## src/rtl/uram_wide_unloader.sv

```systemverilog
// Reads full-width URAM rows and serializes each one onto a narrow valid/ready stream,
// least-significant slice first. One memory read is issued per row.
module uram_wide_unloader #(
    parameter int ADDR_LEN   = 9,
    parameter int DATA_LEN   = 128,
    parameter int DOUT_LEN   = 8,
    parameter int RD_LATENCY = 1
) (
    input  logic                clk_i,
    input  logic                reset_i,
    input  logic                start_i,
    input  logic [ADDR_LEN-1:0] start_addr_i,
    input  logic [ADDR_LEN:0]   num_rows_i,
    output logic                busy_o,
    output logic                done_o,
    output logic                mem_rd_en_o,
    output logic [ADDR_LEN-1:0] mem_rd_addr_o,
    input  logic [DATA_LEN-1:0] mem_rd_data_i,
    output logic [DOUT_LEN-1:0] dout_o,
    output logic                dout_valid_o,
    input  logic                dout_ready_i
);

    localparam int XFERS_PER_ROW = DATA_LEN / DOUT_LEN;
    localparam int BEAT_W        = $clog2(XFERS_PER_ROW + 1);
    localparam int LAT_W         = (RD_LATENCY > 1) ? $clog2(RD_LATENCY) : 1;

    localparam logic [2:0] ST_IDLE  = 3'd0;
    localparam logic [2:0] ST_READ  = 3'd1;
    localparam logic [2:0] ST_WAIT  = 3'd2;
    localparam logic [2:0] ST_SHIFT = 3'd3;
    localparam logic [2:0] ST_DONE  = 3'd4;

    localparam logic [ADDR_LEN-1:0] ADDR_ONE   = 1;
    localparam logic [ADDR_LEN:0]   ROWS_ONE   = 1;
    localparam logic [BEAT_W-1:0]   BEAT_ONE   = 1;
    localparam logic [BEAT_W-1:0]   BEAT_FULL  = XFERS_PER_ROW[BEAT_W-1:0];
    localparam logic [LAT_W-1:0]    LAT_ONE    = 1;
    localparam logic [LAT_W-1:0]    LAT_LAST   = LAT_W'(RD_LATENCY - 1);

    logic [2:0]          state_q,     state_d;
    logic [ADDR_LEN-1:0] row_addr_q,  row_addr_d;
    logic [ADDR_LEN:0]   rows_left_q, rows_left_d;
    logic [BEAT_W-1:0]   beat_cnt_q,  beat_cnt_d;
    logic [LAT_W-1:0]    lat_cnt_q,   lat_cnt_d;
    logic [DATA_LEN-1:0] shift_q,     shift_d;

    always_comb begin
        state_d     = state_q;
        row_addr_d  = row_addr_q;
        rows_left_d = rows_left_q;
        beat_cnt_d  = beat_cnt_q;
        lat_cnt_d   = lat_cnt_q;
        shift_d     = shift_q;

        case (state_q)
            ST_IDLE: begin
                if (start_i) begin
                    row_addr_d  = start_addr_i;
                    rows_left_d = num_rows_i;
                    state_d     = (num_rows_i == '0) ? ST_DONE : ST_READ;
                end
            end
            ST_READ: begin
                lat_cnt_d = '0;
                state_d   = ST_WAIT;
            end
            ST_WAIT: begin
                // Capture on the edge that ends the RD_LATENCY-th wait cycle.
                if (lat_cnt_q == LAT_LAST) begin
                    shift_d    = mem_rd_data_i;
                    beat_cnt_d = BEAT_FULL;
                    state_d    = ST_SHIFT;
                end else begin
                    lat_cnt_d = lat_cnt_q + LAT_ONE;
                end
            end
            ST_SHIFT: begin
                if (dout_ready_i) begin
                    shift_d    = shift_q >> DOUT_LEN;
                    beat_cnt_d = beat_cnt_q - BEAT_ONE;
                    if (beat_cnt_q == BEAT_ONE) begin
                        row_addr_d  = row_addr_q + ADDR_ONE;
                        rows_left_d = rows_left_q - ROWS_ONE;
                        state_d     = (rows_left_q == ROWS_ONE) ? ST_DONE : ST_READ;
                    end
                end
            end
            ST_DONE: begin
                state_d = ST_IDLE;
            end
            default: begin
                state_d = ST_IDLE;
            end
        endcase
    end

    always_ff @(posedge clk_i or posedge reset_i) begin
        if (reset_i) begin
            state_q     <= ST_IDLE;
            row_addr_q  <= '0;
            rows_left_q <= '0;
            beat_cnt_q  <= '0;
            lat_cnt_q   <= '0;
            shift_q     <= '0;
        end else begin
            state_q     <= state_d;
            row_addr_q  <= row_addr_d;
            rows_left_q <= rows_left_d;
            beat_cnt_q  <= beat_cnt_d;
            lat_cnt_q   <= lat_cnt_d;
            shift_q     <= shift_d;
        end
    end

    // Outputs decode straight from state, so they take their idle values during reset.
    assign busy_o        = (state_q == ST_READ) || (state_q == ST_WAIT) || (state_q == ST_SHIFT);
    assign done_o        = (state_q == ST_DONE);
    assign mem_rd_en_o   = (state_q == ST_READ);
    assign mem_rd_addr_o = row_addr_q;
    assign dout_valid_o  = (state_q == ST_SHIFT);
    assign dout_o        = shift_q[DOUT_LEN-1:0];

endmodule

```

## config.mk

```make
export PLATFORM = sky130hd
export DESIGN_NAME = uram_wide_unloader
export DESIGN_NICKNAME = d
export VERILOG_FILES = /design/src/rtl/uram_wide_unloader.sv
export SDC_FILE = /design/constraint.sdc
export NUM_CORES = 1
export LEC_CHECK = 0
export BUFFER_PORTS_ARGS = -buffer_cell sky130_fd_sc_hd__buf_2
export CAP_MARGIN = 30
export CORE_ASPECT_RATIO = 1.25
export CORE_MARGIN = 4
export CORE_UTILIZATION = 30
export CTS_BUF_LIST = sky130_fd_sc_hd__clkbuf_16
export DETAILED_ROUTE_END_ITERATION = 7
export PLACE_DENSITY_LB_ADDON = 0.25
export REMOVE_ABC_BUFFERS = 1
export SLEW_MARGIN = 20
export SYNTH_ARGS = -nofsm -noshare
export SYNTH_HDL_FRONTEND = slang
export SYNTH_SLANG_ARGS = --single-unit
export TNS_END_PERCENT = 30
```

## constraint.sdc

```tcl
create_clock -name clk_i -period 14.76 [get_ports clk_i]
set_input_delay 2.952 -clock clk_i [delete_from_list [all_inputs] [get_ports clk_i]]
set_output_delay 2.952 -clock clk_i [all_outputs]
set_load 0.1 [all_outputs]
```

==> flow_summary.toml <==
[finish]
layout-drive-gt1-share_pct = 23.9
fill_cells = 2451
register_area_um2 = 3880
fin_nets = 1077
post-route-util_pct = 37.4
design_area_um2 = 8870
multi_input_area_um2 = 2990
synthToLayoutAreaGrowth_pct = 22.4

[pwr]
p_per_area_nw_per_um2 = 191
vdd_ir_drop_max_mv = 0.0787
p_total_mw = 1.69
p_leak_nw = 3.67

[routing]
vias = 6408
drc = 0
antenna_left = 0
dr.pass1.iters = 4
routed_via_density = 5.08
drt_wl_total_um = 21000
drtIter0Drc = 384
wl_per_cell_um = 16.7

[logic_synthesis]
synth_edf_count = 0
yosys_register_bits = 155
yosysWarnings = 0
netlist_area_um2 = 7240
synth_largest_area_cell = "dfrtp_1"
synth.yosys.seq_area_share_pct = 53.5
netlist.area_leader.share_pct = 53.5
ys.flop_type = "dfrtp_1"
synth_commonest_cells = "dfrtp_1 (155), o22ai_1 (118), nor2_1 (109)"
yosys.cell_types.count = 44
synth.area.top_cells = "dfrtp_1 (54%), o22ai_1 (10%), a21oi_1 (7.4%)"
synth.avg_cell_area_um2 = 9.12
synth_most_common_cell = "dfrtp_1"
async_flop_share_pct = 100
synth_cells = 794

[clock_network]
holdBufCountCts = 0
cts_tree = "done"
cts_buffers = 17
cts-resized-gates = 0
clockBufferDepth = 2
cts_sinks = 155
htree_levels = 4
cts.clk_slew.worst_paths_ns = 0.07
cts_setup_buffers = 0
clockRootBuffer = "clkbuf_16"
clk_latency_ns = 0.42

[sta]
tightest_slew_ns = 0.870
hold_viol = 0
period_share_pct = 35.7
fmax_ghz = 0.190
slew_violations = 0
final.setup.tns_ns = 0
rsz0062_at_grt = "no"
relSlewSlack_pct = 42.0
setup_violations = 0
finalClockSkew_ns = 0.0110
fin_crit_ns = 5.27

[floorplanning]
start_util_pct = 30.5
fp-row-count = 63
dieHeight_um = 182
io_pins = 172
die_w_um = 147
core-area_um2 = 23700
die-area_um2 = 26700

[placed_design]
port-buffer-count = 171
globalplace.congestion = 0.754
place_area_um2 = 8270
dp_hpwl_um = 13100

[grt]
grt_pass1_vias = 6558
grt_max_degree = 90
grt_pass1_wl_um = 34300
antenna_found_initial = 2
grt_overflow = 0
grt_usage_pct = 15.7

[critical_path]
path_class = "flip-flop to output port"
crit_fanout = 56
path_depth = 4
critPathMaxStageDelay_ns = 0.83
arrival_ns = 2.32
required_ns = 11.81
worst-path-buf-inv = 3
rr_worst_depth = 7
crit_chain = "nand3b_1, buf_4, inv_1, buf_2"
crit_slowest_cell = "dfrtp_4"
r2r-start = "state_q[1]$_DFFE_PP0P_"
crit_family = "buffers and inverters"
critPathLaunchType = "flip-flop"
setup.worst_path.end_class = "output port"
rr_endpoint = "shift_q[93]$_DFFE_PP0P_"
ff2ff_setup_slack_ns = 12.02

[run_status]
status = "completed"

[hold_path]
holdPathStages = 1
hold_end = "shift_q[123]$_DFFE_PP0P_"
min-delay-start = "shift_q[123]$_DFFE_PP0P_"
holdCritPathClass = "flip-flop to flip-flop"

[flow_run]
cap_violations = 0
[state kept, by name, indices dropped and copies added, names as in the netlist]
register and flops:
mem_rd_addr_o 9, state_q 3, shift_q 128, beat_cnt_q 5
rows_left_q 10
[per-layer routing]
layer	up-vias	track usage, %	part of all wire, %
met2	148	26.0	49
met5	-	0	0
met3	20	2.82	3.7
met4	0	5.04	1.5
li1	3160	-	-
met1	3080	20.8	46
[worst max path at each step]
stage,startpoint,to,slack [ns]
floorplan,state_q[0]$_DFFE_PP0P_,dout_valid_o,6.77
global placement,dout_ready_i,shift_q[116]$_DFFE_PP0P_,9.52
detailed placement,dout_ready_i,shift_q[118]$_DFFE_PP0P_,9.48
CTS,state_q[0]$_DFFE_PP0P_,dout_valid_o,9.42
global route,state_q[0]$_DFFE_PP0P_,dout_valid_o,9.27
finish,state_q[0]$_DFFE_PP0P_,dout_valid_o,9.49
[placed cells by master (no fill, tap or decap), types with 2 or more instances in the layout]
master / synthesis / routed
a2bb2oi_1: 3 / 3
clkinv_2: 0 / 4
xor2_1: 2 / 2
a31oi_1: 30 / 30
inv_1: 11 / 10
ha_1: 5 / 5
mux2i_1: 2 / 2
a22oi_1: 7 / 7
a22o_1: 12 / 12
diode_2: 0 / 2
nor4b_1: 2 / 2
or4_4: 2 / 2
buf_2: 20 / 171
nand2_1: 65 / 64
clkinv_1: 0 / 2
nand3b_1: 8 / 8
nor4_1: 3 / 3
buf_4: 8 / 10
o21ai_0: 31 / 31
nand3_1: 10 / 10
clkinv_4: 0 / 4
nor3b_1: 2 / 2
nor2_1: 109 / 109
dfrtp_1: 155 / 154
inv_6: 0 / 3
clkinvlp_4: 0 / 2
o22ai_1: 118 / 118
and2_1: 6 / 5
nor3_1: 5 / 5
nand2b_1: 4 / 4
a21oi_1: 107 / 107
clkbuf_16: 0 / 17
nand4_1: 4 / 4
[where the power goes]
group	switching [mW]	total (mW)	internal [mW]	leakage, nW
Sequential	0.121	0.719	0.598	1.68
Clock	0.185	0.416	0.232	0.268
Combinational	0.370	0.557	0.187	1.72
[cells by family (layout without fill, tap and decap cells)]
| family | after synthesis | after routing | synth area share [%] |
|---|---|---|---|
| AO/OA/AOI/OAI | 316 | 316 | 25.9 |
| XOR/XNOR | 2 | 2 | 0.242 |
| adder cells (fa/ha/maj) | 5 | 5 | 0.864 |
| buffers and inverters | 87 | 227 | 5.29 |
| flip-flops | 155 | 155 | 53.5 |
| multiplexers | 2 | 2 | 0.276 |
| other | 0 | 2 | 0 |
| AND/OR/NAND/NOR | 227 | 227 | 13.9 |
[area by class of cell]
cell class | instances | share of cell area [%]
timing repair buffer | 184 | 11.1
multi-input combinational | 552 | 33.7
tap | 325 | 4.59
clock buffer | 17 | 4.80
antenna | 2 | 0.0564
inverter | 11 | 0.522
sequential | 155 | 43.8
clock inverter | 15 | 1.41
[stage by stage]
step	instances	hold WS, ns	worst slack, ns
6_report	1261	0.505	9.49
5_1_grt	1261	0.519	9.27
4_1_cts	1257	0.511	9.42
3_5_place_dp	1225	0.491	9.48
3_3_place_gp	1224	0.488	9.52
2_1_floorplan	718	0.473	6.77
(Power assumes the default switching activity.)
